<file path="src/rtl/addsub_pipe.sv">
// addsub_pipe: pipelined carry-propagate adder/subtractor.
// The operand is cut into STAGES slices of SW bits. One slice is added per
// stage, and the slice carry is registered between stages. Operand slices
// that are still to be added travel forward in skew registers. Result slices
// that are already done travel forward in de-skew registers.
// The output registers are the last stage, and they use a valid/ready
// handshake with flush and tag passthrough.
// Optional feature: define ADDSUB_PIPE_SAT_EN to add the sat port and
// signed-overflow saturation.
module addsub_pipe #(
  parameter int WIDTH  = 64,
  parameter int STAGES = 4,
  parameter int TAG_W  = 5
) (
  input  logic             clk,
  input  logic             rst,
  input  logic             flush,
  input  logic             in_valid,
  output logic             in_ready,
  input  logic [WIDTH-1:0] a,
  input  logic [WIDTH-1:0] b,
  input  logic             cin,
  input  logic             sub,
  input  logic [TAG_W-1:0] tag,
`ifdef ADDSUB_PIPE_SAT_EN
  input  logic             sat,
`endif
  output logic             out_valid,
  input  logic             out_ready,
  output logic [WIDTH-1:0] s,
  output logic             cout,
  output logic             ovf,
  output logic [TAG_W-1:0] out_tag
);

  localparam int          SW   = WIDTH / STAGES;
  localparam int unsigned LAST = STAGES - 1;

  // Per-stage registers: index k is the state after slice k has been added.
  logic [WIDTH-1:0] a_q   [STAGES];
  logic [WIDTH-1:0] b_q   [STAGES];
  logic [WIDTH-1:0] s_q   [STAGES];
  logic             c_q   [STAGES];
  logic             v_q   [STAGES];
  logic [TAG_W-1:0] tag_q [STAGES];
  logic             ovf_q;

  // Stage inputs and next-state values.
  logic [WIDTH-1:0] a_in   [STAGES];
  logic [WIDTH-1:0] b_in   [STAGES];
  logic [WIDTH-1:0] s_in   [STAGES];
  logic             c_in   [STAGES];
  logic [TAG_W-1:0] tag_in [STAGES];
  logic [WIDTH-1:0] s_nx   [STAGES];
  logic             c_nx   [STAGES];
  logic [SW:0]      sl;
  logic             msb_cin;
  logic             ovf_nx;
  logic [WIDTH-1:0] res_nx;

`ifdef ADDSUB_PIPE_SAT_EN
  logic             sat_q  [STAGES];
  logic             sat_in [STAGES];
`endif

  logic adv;
  logic take;

  assign adv       = !out_valid | out_ready;
  assign in_ready  = adv & !flush;
  assign take      = in_valid & in_ready;

  assign out_valid = v_q[LAST];
  assign s         = s_q[LAST];
  assign cout      = c_q[LAST];
  assign ovf       = ovf_q;
  assign out_tag   = tag_q[LAST];

  // Per-stage slice add. Stage 0 takes its inputs from the ports; every later
  // stage takes them from the register of the stage before it.
  always_comb begin
    sl        = '0;
    a_in[0]   = a;
    b_in[0]   = sub ? ~b : b;
    c_in[0]   = sub ^ cin;
    s_in[0]   = '0;
    tag_in[0] = tag;
`ifdef ADDSUB_PIPE_SAT_EN
    sat_in[0] = sat;
`endif
    for (int unsigned k = 1; k < STAGES; k++) begin
      a_in[k]   = a_q[k-1];
      b_in[k]   = b_q[k-1];
      c_in[k]   = c_q[k-1];
      s_in[k]   = s_q[k-1];
      tag_in[k] = tag_q[k-1];
`ifdef ADDSUB_PIPE_SAT_EN
      sat_in[k] = sat_q[k-1];
`endif
    end
    for (int unsigned k = 0; k < STAGES; k++) begin
      sl = {1'b0, a_in[k][k*SW +: SW]} + {1'b0, b_in[k][k*SW +: SW]}
         + {{SW{1'b0}}, c_in[k]};
      s_nx[k]             = s_in[k];
      s_nx[k][k*SW +: SW] = sl[SW-1:0];
      c_nx[k]             = sl[SW];
    end
    // The carry into the MSB can be recovered from the operand and sum bits.
    msb_cin = a_in[LAST][WIDTH-1] ^ b_in[LAST][WIDTH-1] ^ s_nx[LAST][WIDTH-1];
    ovf_nx  = msb_cin ^ c_nx[LAST];
    res_nx  = s_nx[LAST];
`ifdef ADDSUB_PIPE_SAT_EN
    // On overflow both operands share one sign, and that sign gives the
    // direction of the overflow.
    if (sat_in[LAST] && ovf_nx)
      res_nx = a_in[LAST][WIDTH-1] ? {1'b1, {WIDTH-1{1'b0}}}
                                   : {1'b0, {WIDTH-1{1'b1}}};
`endif
  end

  // Pipeline registers. Flush wins over advance, and every stage shifts or
  // holds together.
  always_ff @(posedge clk or posedge rst) begin
    if (rst) begin
      for (int unsigned k = 0; k < STAGES; k++) begin
        v_q[k]   <= 1'b0;
        a_q[k]   <= '0;
        b_q[k]   <= '0;
        s_q[k]   <= '0;
        c_q[k]   <= 1'b0;
        tag_q[k] <= '0;
`ifdef ADDSUB_PIPE_SAT_EN
        sat_q[k] <= 1'b0;
`endif
      end
      ovf_q <= 1'b0;
    end else if (flush) begin
      for (int unsigned k = 0; k < STAGES; k++) v_q[k] <= 1'b0;
    end else if (adv) begin
      v_q[0] <= take;
      for (int unsigned k = 1; k < STAGES; k++) v_q[k] <= v_q[k-1];
      for (int unsigned k = 0; k < STAGES; k++) begin
        a_q[k]   <= a_in[k];
        b_q[k]   <= b_in[k];
        s_q[k]   <= (k == LAST) ? res_nx : s_nx[k];
        c_q[k]   <= c_nx[k];
        tag_q[k] <= tag_in[k];
`ifdef ADDSUB_PIPE_SAT_EN
        sat_q[k] <= sat_in[k];
`endif
      end
      ovf_q <= ovf_nx;
    end
  end

endmodule

</file>
<file path="config.mk">
export PLATFORM = sky130hd
export DESIGN_NAME = addsub_pipe
export DESIGN_NICKNAME = d
export VERILOG_FILES = /design/src/rtl/addsub_pipe.sv
export SDC_FILE = /design/constraint.sdc
export NUM_CORES = 1
export LEC_CHECK = 0
export ABC_CLOCK_PERIOD_IN_PS = 19500
export BUFFER_PORTS_ARGS = -buffer_cell sky130_fd_sc_hd__buf_2
export CORE_AREA = 4 4 142 212
export DETAILED_ROUTE_END_ITERATION = 6
export DIE_AREA = 0 0 146 216
export PLACE_DENSITY_LB_ADDON = 0.08
export SYNTH_ARGS = -nofsm -noshare
export SYNTH_HDL_FRONTEND = slang
export SYNTH_SLANG_ARGS = --single-unit
</file>
<file path="constraint.sdc">
create_clock -name clk -period 19.5 [get_ports clk]
set_clock_uncertainty 0.05 [all_clocks]
set_input_delay 1.95 -clock clk [delete_from_list [all_inputs] [get_ports clk]]
set_output_delay 1.95 -clock clk [all_outputs]
set_load 0.02 [all_outputs]
</file>
==> After elaboration in Yosys (flattened, before gate mapping) <==
Cells that the tools add are included.
{ "totals": {"reg_bits": 573, "latchBits": 0, "ram_bits": 0, "romBits": 0, "inputBits": 140, "output_inout_bits": 73, "n_memories": 0} }
{ "op_classes": {"addsub": 8, "multipliers": 0, "div": 0, "magnitude_cmp": 0, "n_eq_ne": 0, "shifts": 0, "n_mux": 3, "bitwise": 9, "n_reduce_logical": 4} }
{ "ops": {"columns": ["cell", "n"], "rows": [
  ["$add 16x16->17", 4],
  ["$add 17x1->17", 4],
  ["$mux 64", 1],
  ["$not 64->64", 1],
  ["$mux 4", 2],
  ["$xor 1x1->1", 4],
  ["$and 1x1->1", 2],
  ["$logic_not 1->1", 2],
  ["$reduce_and 2->1", 1],
  ["$reduce_bool 2->1", 1],
  ["$not 1->1", 1],
  ["$or 1x1->1", 1]
]} }

==> Logic depth before layout (Yosys ltp) <==
Gate-level depths: netlist of run 1.
{ "depth": {"word_depth": 6, "depth_mapped": 13, "depth_no_buf": 11} }

==> Least setup slack after synthesis of run 1 <==
OpenSTA, ideal clock, no wires.
{ "synth_path": {"path_type": "input -> output", "startpoint": "input out_ready", "endpoint": "output in_ready", "t_arrival_ns": 2.943, "t_required_ns": 17.500, "path_slack_ns": 14.557, "cell_stages": 7, "cell_sequence": "nor2b_1 > buf_2 > or2_1 > buf_4 > inv_2 > buf_2 > buf_2"} }
{ "synth_between": {"elab_chain_cells": 2} }
{ "synth_lines": {"columns": ["item", "line", "rtl"], "rows": [
  ["start, declared", "29", "input logic out_ready,"],
  ["$or 1x1->1", "69", "assign adv = !out_valid | out_ready;"],
  ["$and 1x1->1", "70", "assign in_ready = adv & !flush;"],
  ["end, declared", "19", "output logic in_ready,"]
]} }
No other way between the ends.

==> Worst setup path after layout of run 1 <==
Same ends and word-level chain as after synthesis.

==> impl_metrics.ini, run 1 <==
[synthesis]
synth_top_family_by_area = simple AND/OR/NAND/NOR gates
synth.area.mux_share_pct = 0.284
synthesis.instances = 1960
synth-seq-cells = 381
yosys_warnings = 0
synth.avg_cell_area_um2 = 8.99
syn_area_um2 = 17600
async_flop_share_pct = 100
synth_compound_area_share_pct = 9.04
synth_fa_ha_area_share_pct = 5.17
ys_types = 66
yosysSeqAreaShare_pct = 54.1
syn_nets = 2168
ys_top_cells_by_area = dfrtp_1, nand2_1, ha_1, xnor2_1, o21ai_0
synth_simple_gate_area_share_pct = 22.7
synth_top_area_share_pct = 54.1
synth-xor-area-share_pct = 5.52
synth-edff-count = 0
synth_largest_area_cell = dfrtp_1
synthFlopType = dfrtp_1

[layout]
utilization_pct = 71.1
area_growth_pct = 13.3
final_nets = 2330
antenna_cells = 0
final_layout_size_suffix_gt1_share_pct = 14.0
nFillCells = 2220
final_cells = 2495

[clock_network]
clock_sinks = 381
cts-root-buf = clkbuf_16
cts_setup_buffers = 0
cts_made_buffers = 37
htree_levels = 2
clk_pin_slew_ns = 0.06
ctsLongestPathBuffers = 3
cts_tree = done
clk_latency_ns = 0.53
cts_resized = 0
cts_hold_buffers = 0

[placement]
finalWeightedCongestion = 0.857
placed_cells = 2429
pre_cts_ws_ns = 13.42
port_buffers = 212
dp_hpwl_um = 23600

[global_routing]
gr-usage-met1_pct = 31.4
grtUsageMet3_pct = 3.59
grt_pass1_vias = 12900
grt_overflow = 0
grt_max_degree = 138
gr-max-usage-layer = met2
antenna_found_initial = 2
grtUsageMet2_pct = 37.7
track_usage_pct = 23.0
grt_first_pass_wirelength_um = 61600

[setup_path]
cp_max_fo = 132
startpoint_type = primary input
critical_path_required_ns = 17.50
end_kind = primary output
arrival_ns = 4.05
critPathKind = in -> out

[detailed_routing]
drcViolationCount = 0
routedWlPerCell_um = 14.4
final_antenna_net_count = 0
drt-total-wl_um = 35900
drt_iter0_markers = 802
viasPerCell = 5.25
firstDrtPassIters = 5
dr_total_vias = 13100

[die]
coreArea_um2 = 28100
start_util_pct = 62.8
design.die.area_um2 = 31500
die_w_um = 146
row_count = 75
fp.dieH_um = 216
pin_count = 213

[sta]
post-route-period-util_pct = 31.0
fmax_mhz = 165
rsz0062_at_grt = no
finalSetupViolations = 0
report.final.hold_viol_count = 0
relSlewSlack_pct = 27.1
worst_slack_ns = 13.45
slew_viol_final = 0
tns_ns = 0
worst_slew_pin_slew_ns = 1.09
min_period_ns = 6.05

[pwr]
pwr_density_cell_nw_per_um2 = 113
peakVddDrop_mv = 0.0789
leakage_nw = 10.5

[run]
drv_cap = 0

[status]
status = finished, final reports clean

[worst_hold_path]
hold_class = reg -> reg
-- power breakdown --
group,total [mW],internal [mW],leakage [nW],switching (mW)
logic,0.495,0.190,5.17,0.306
clock network,0.723,0.427,0.620,0.297
registers,1.03,0.942,4.75,0.0855
-- final timing paths --
path	start	endpoint	slack, ns	depth (start not counted)
setup / recovery	out_ready	in_ready	13.45	5
hold / removal	a_in[165]	a_in[101]	0.40	2
setup reg to reg	out_valid	res_nx[47]	15.45	7
hold reg to reg	a_in[165]	a_in[101]	0.40	2
max in group asynchronous	rst	b_in[171]	15.31	4
min in group asynchronous	rst	res_nx[16]	1.56	2
-- synth_stat cells, drive strengths merged (5+ instances only) --
cell type / count
fa: 8
a211oi: 9
dfrtp: 381
nand2: 926
nor2: 33
o31ai: 10
nand2b: 5
xnor2: 74
o21ai: 128
a21oi: 40
ha: 60
o21bai: 5
or3: 5
a21boi: 5
buf: 80
o21a: 9
a31oi: 6
nand3: 15
xor2: 37
a21o: 21
nor3: 9
clkbuf: 19
mux2i: 5
nor2b: 6
inv: 18
-- logic make-up (layout without fill, tap and decap cells) --
family                   count (synthesis)  after routing
AO/OA/AOI/OAI                          255            255
AND/OR/NAND/NOR                       1023           1023
adder cells (fa/ha/maj)                 68             68
buffers and inverters                  117            306
flip-flops                             381            381
XOR/XNOR                               111            111
multiplexers                             5              5
-- routing by layer --
layer	share of wire (%)	wire length (µm)	vias up
met3	4.4	1580	89
met1	44	15700	6118
li1	-	-	6609
met2	48	17200	285
met5	0.078	28	-
met4	3.6	1300	4
-- area by class of cell --
class / count / area, µm² / area share [%]
Clock inverter: 13 / 125 / 0.627
Clock buffer: 53 / 1120 / 5.60
Tap cell: 346 / 433 / 2.17
Inverter: 18 / 82.6 / 0.414
Multi-Input combinational cell: 1462 / 7530 / 37.7
Timing Repair Buffer: 222 / 1140 / 5.70
Sequential cell: 381 / 9530 / 47.8
-- per-stage QoR --
step                      total power, mW  hold slack [ns]  cell area (µm²)
final                                2.25            0.405            20000
after global routing                 2.38            0.424            20000
after CTS                            2.27            0.407            20000
after detailed placement             1.54            0.397            18700
after global placement               1.52            0.395            18700
after floorplan                      1.39            0.380            17600
-- cells in the final DEF (no fill, tap or decap), drive strengths merged, types with 6 or more instances in the layout --
| master | synthesis | routed |
|---|---|---|
| nand2 | 926 | 926 |
| dfrtp | 381 | 381 |
| buf | 80 | 222 |
| o21ai | 128 | 128 |
| xnor2 | 74 | 74 |
| ha | 60 | 60 |
| clkbuf | 19 | 53 |
| a21oi | 40 | 40 |
| xor2 | 37 | 37 |
| nor2 | 33 | 33 |
| a21o | 21 | 21 |
| inv | 18 | 19 |
| nand3 | 15 | 15 |
| o31ai | 10 | 10 |
| o21a | 9 | 9 |
| nor3 | 9 | 9 |
| clkinv | 0 | 9 |
| a211oi | 9 | 9 |
| fa | 8 | 8 |
| nor2b | 6 | 6 |
| a31oi | 6 | 6 |
-- sequential cells by signal, summed over array words and instances, names as in the netlist --
register	flops
a_in	96
b_in	96
c_in	3
cout	1
out_tag	5
out_valid	1
ovf	1
res_nx	48
s	64
s_in	48
tag_in	15
v_q	3
-- critical path, cell delays in order --
cell and delay, ns:
buf_2 0.10, nor2b_1 0.36, or2_4 0.81, inv_8 0.41, buf_2 0.32
Power figures use the tool's default switching activity.
==> run 2, diff against run 1 <==
ABC_CLOCK_PERIOD_IN_PS = 5600   (was 19500)
CORE_AREA = 4 4 147 219   (was 4 4 142 212)
DIE_AREA = 0 0 151 223   (was 0 0 146 216)
clock period = 5.6 ns   (was 19.5 ns; I/O delays follow)
==> run 2 against run 1 <==
Compared with the run above:
- combinational power rose to 3.5 times the previous value
- die area up 6.8%
- flip-flop and latch count did not move
- via count is 0.21% lower
- worst setup slack lost 11 ns
- first-iteration DRC count down 1.0%
- critical path type is now reg -> out
- critical endpoint unchanged
- highest routed layer is now met4
==> impl_metrics.ini, run 2 (synthesis gave the netlist of run 1 again) <==
[status]
status = finished, final reports clean

[layout]
layout_commonest_cell = nand2_1
final_nets = 2332
final_layout_size_suffix_gt1_share_pct = 13.9
fin_area_um2 = 20100
area_growth_pct = 14.3
layout_common_cells = nand2_1, dfrtp_1, buf_2, o21ai_0, xnor2_1

[placement]
pre_cts_ws_ns = 2.20
finalWeightedCongestion = 0.870
port_buffers = 212
place_area_um2 = 18800
dp_hpwl_um = 23600

[sta]
finalSetupViolations = 0
min_period_ns = 3.28
fmax_mhz = 305
post-route-period-util_pct = 58.5
slew_viol_final = 0
worst_slew_pin_slew_ns = 1.13
relSlewSlack_pct = 24.5
report.final.hold_viol_count = 0
worst_slack_ns = 2.32
rsz0062_at_grt = no
hold_slack_ns = 0.167

[clock_network]
htree_levels = 2
clk_latency_ns = 0.53
clk_pin_slew_ns = 0.06
cts_tree = done
clock_sinks = 381
cts_made_buffers = 38
cts-root-buf = clkbuf_16
cts_resized = 0
ctsLongestPathBuffers = 3

[setup_path]
critPathKind = reg -> out
crit_chain = nor2b_1 > or2_4 > inv_8 > buf_2
cp-startpoint = out_valid
rr_startpoint = out_valid
startpoint_type = flip-flop
critical_path_required_ns = 4.99
end_kind = primary output
crit_buf_inv = 2
arrival_ns = 2.67
cp_max_fo = 197
critical-path-max-stage-delay_ns = 0.62
cp_slowest_cell = or2_4
crit_family = simple AND/OR/NAND/NOR gates

[die]
design.die.area_um2 = 33700
die_w_um = 151
start_util_pct = 58.2
fp.dieH_um = 223
coreArea_um2 = 30300
row_count = 78
pin_count = 213

[detailed_routing]
drt-total-wl_um = 36000
firstDrtPassIters = 5
dr_total_vias = 13100
drcViolationCount = 0
drt_iter0_markers = 794
routedWlPerCell_um = 14.1
final_antenna_net_count = 0
viasPerCell = 5.12

[global_routing]
grt_first_pass_wirelength_um = 60400
grt_max_degree = 198
antenna_found_initial = 3
grt_pass1_vias = 12800
track_usage_pct = 21.6
grt_overflow = 0

[worst_hold_path]
hold_start = a[27]
hold_class = in -> reg

[pwr]
pwr_density_cell_nw_per_um2 = 394
peakVddDrop_mv = 0.273
finalPower_mw = 7.94
leakage_nw = 10.6

[run]
drv_cap = 0
## run 2: cell types whose count changed in the layout (fill, tap and decap cells not counted), sizes merged
cell	delta
bufinv	+2
clkbuf	+2
clkinv	-3
diode	+3
dlygate4sd3	+1
inv	-2
## run 2: report_power, final
| part | internal [mW] | switching (mW) | total, mW | leakage, nW |
|---|---|---|---|---|
| clock | 1.62 | 1.01 | 2.63 | 0.650 |
| sequential | 3.28 | 0.300 | 3.58 | 4.75 |
| combinational | 0.662 | 1.06 | 1.73 | 5.18 |
| total | 5.56 | 2.38 | 7.94 | 10.6 |
## run 2: stage by stage
stage	util [%]	instances	TNS, ns
5_1_grt	66.5	2549	0
3_5_place_dp	62.2	2483	0
2_1_floorplan	-	1960	-49.53
3_3_place_gp	62.2	2483	0
4_1_cts	66.5	2549	0
6_report	66.6	2552	0
## run 2: final timing paths
| kind | endpoint | slack (ns) | depth (start not counted) |
|---|---|---|---|
| min in group asynchronous | s[17] | 0.46 | 3 |
| max in group asynchronous | a_in[183] | 3.80 | 4 |
| max reg2reg | c_in[1] | 2.41 | 6 |
| max | in_ready | 2.32 | 4 |
| min reg2reg | s[45] | 0.40 | 2 |
| min | a_in[155] | 0.17 | 3 |
## run 2: cell type report
cell class / count / area [µm²]
inverters: 18 / 78.8
clock inverters: 10 / 150
diodes: 3 / 7.51
multi-input cells: 1462 / 7530
well taps: 400 / 500
flip-flops and latches: 381 / 9530
fillers: 2604 / 10100
clock buffers: 55 / 1160
repair buffers: 223 / 1170
## run 2: worst reg2reg max path, delay by kind of cell (launching register included)
family,cells,cell delay (ns)
flip-flops,1,0.37
buffers and inverters,2,1.65
AND/OR/NAND/NOR,4,1.04
## run 2: timing repair
action / CTS / global route
setup buffers: 0 / 0
endpoints found under the hold margin: 4 / 0
hold buffers: 1 / 0
## run 2: layer usage
layer	track usage, %	wire length, µm
met5	0	0
met3	3.86	1760
met1	29.4	15600
met2	35.0	17500
met4	7.46	1140
==> run 3, diff against run 2 <==
ABC_AREA = 1   (was default)
ABC_CLOCK_PERIOD_IN_PS = 3000   (was 5600)
CORE_AREA = 4 4 157 234   (was 4 4 147 219)
DIE_AREA = 0 0 161 238   (was 0 0 151 223)
clock period = 3 ns   (was 5.6 ns; I/O delays follow)
==> run 3 against run 2 <==
Compared with the run above:
- design area rose by 7.5%
- routed wire length grew 16%
- sequential power rose by 87%
- critical endpoint is now s[56]
==> impl_metrics.ini, run 3 <==
[setup_path]
cp_max_fo = 5
startpoint_type = flip-flop
r2r_cells = 9
end_kind = flip-flop
critPathKind = reg -> reg
critical_path_required_ns = 3.37
rrSetupSlack_ns = 0.71
rr_endpoint = s[56]
arrival_ns = 2.66
rr_startpoint = a_in[48]
cp-startpoint = a_in[48]

[worst_hold_path]
hold_start = b[51]
hold_depth = 3
min_to = b_in[179]
hold_class = in -> reg

[global_routing]
track_usage_pct = 21.9
grt_max_degree = 211
grt_overflow = 0
grt_pass1_vias = 14500
grt_first_pass_wirelength_um = 70100
antenna_found_initial = 0

[layout]
layout_common_cells = nand2_1, dfrtp_1, buf_2, o21ai_0, inv_1
final_nets = 2679
layout_commonest_cell = nand2_1
utilization_pct = 62.0
area_growth_pct = 18.9
fin_area_um2 = 21600
nFillCells = 3182
final_layout_size_suffix_gt1_share_pct = 12.0
antenna_cells = 0

[synthesis]
synth_top_area_share_pct = 52.4
synth-seq-cells = 381
yosysSeqAreaShare_pct = 52.4
synth.avg_cell_area_um2 = 8.18
yosys_warnings = 0
synthFlopType = dfrtp_1
synth_largest_area_cell = dfrtp_1
synth_common_cells = nand2_1, dfrtp_1, o21ai_0
ys_types = 27
synthesis.instances = 2223
synth_most_common_cell = nand2_1
syn_area_um2 = 18200
synth-edff-count = 0
ys_top_cells_by_area = dfrtp_1, nand2_1, o21ai_0, ha_1, inv_1
async_flop_share_pct = 100
syn_nets = 2431

[placement]
place_area_um2 = 19600
finalWeightedCongestion = 0.895
dp_hpwl_um = 27900
port_buffers = 212

[clock_network]
clock_sinks = 381
cts_hold_buffers = 70
cts_resized = 0
ctsLongestPathBuffers = 3
htree_levels = 2
cts_made_buffers = 38
cts_tree = done
cts-root-buf = clkbuf_16
clk_latency_ns = 0.53
clk_pin_slew_ns = 0.06
cts_setup_buffers = 0

[pwr]
peakVddDrop_mv = 0.589
leakage_nw = 11.7
pwr_density_cell_nw_per_um2 = 706
finalPower_mw = 15.3

[die]
pin_count = 213
coreArea_um2 = 34900
design.die.area_um2 = 38300
start_util_pct = 52.1
row_count = 84
die_w_um = 161
fp.dieH_um = 238

[sta]
slew_viol_final = 0
report.final.hold_viol_count = 0
hold_slack_ns = 0.0181
min_period_ns = 2.29
relSlewSlack_pct = 35.7
post-route-period-util_pct = 76.3
worst_slew_pin_slew_ns = 0.965
fmax_mhz = 437
tns_ns = 0
finalSetupViolations = 0
rsz0062_at_grt = no

[run]
drv_cap = 0

[detailed_routing]
drt-total-wl_um = 41800
firstDrtPassIters = 5
viasPerCell = 4.91
dr_total_vias = 14600
routedWlPerCell_um = 14.1
final_antenna_net_count = 0
drt_iter0_markers = 1051
drcViolationCount = 0

[status]
status = finished, final reports clean
## run 3: report_power, final
group	switching [mW]	total, mW	internal [mW]
combinational	2.20	3.51	1.31
sequential	0.558	6.68	6.12
clock	2.00	5.09	3.09
## run 3: cell families (layout without fill, tap and decap cells)
kind of cell	after synthesis	after routing	synth area share (%)
xor gates and xnor gates	83	83	4.00
adders and majority gates	68	68	5.01
DFF	381	381	52.4
buffers and inverters	248	525	6.11
and+or+nand+nor	1219	1219	26.2
AOI/OAI and AO/OA	224	224	6.26
## run 3: worst max-delay path: stages, from the launching register on
cell	delay [ns]
dfrtp_1	0.41
fa_1	0.49
fa_1	0.42
nand2_1	0.09
nand2_1	0.08
nand3_1	0.09
nand2_1	0.12
or2_2	0.30
nand3_1	0.08
nand2_1	0.06
## run 3: how the worst max path moves through the flow
stage / to / slack (ns) / cells after the start
final: s[56] / 0.71 / 9
after global routing: ovf / 0.56 / 10
after CTS: s[56] / 0.70 / 9
after detailed placement: c_in[2] / 0.58 / 8
after global placement: c_in[2] / 0.63 / 8
after floorplan: a_in[100] / -2.47 / 1
## run 3: per-layer routing
metal	GRT usage, %	share of wire (%)
met3	3.01	3.9
met5	0	0
met4	7.19	3.2
met2	37.5	49
met1	28.9	44
## run 3: layout make-up
type | count | area, µm² | area share [%]
Clock buffer | 58 | 1190 | 5.50
Clock inverter | 11 | 165 | 0.763
Inverter | 158 | 604 | 2.79
Multi-Input combinational cell | 1594 | 7550 | 34.9
Sequential cell | 381 | 9530 | 44.1
Tap cell | 473 | 592 | 2.74
Timing Repair Buffer | 298 | 2000 | 9.23
## run 3: per-stage QoR
stage,instances,setup WS [ns]
2_1_floorplan,2223,-2.47
3_5_place_dp,2834,0.578
4_1_cts,2973,0.698
3_3_place_gp,2834,0.634
6_report,2973,0.710
5_1_grt,2973,0.560
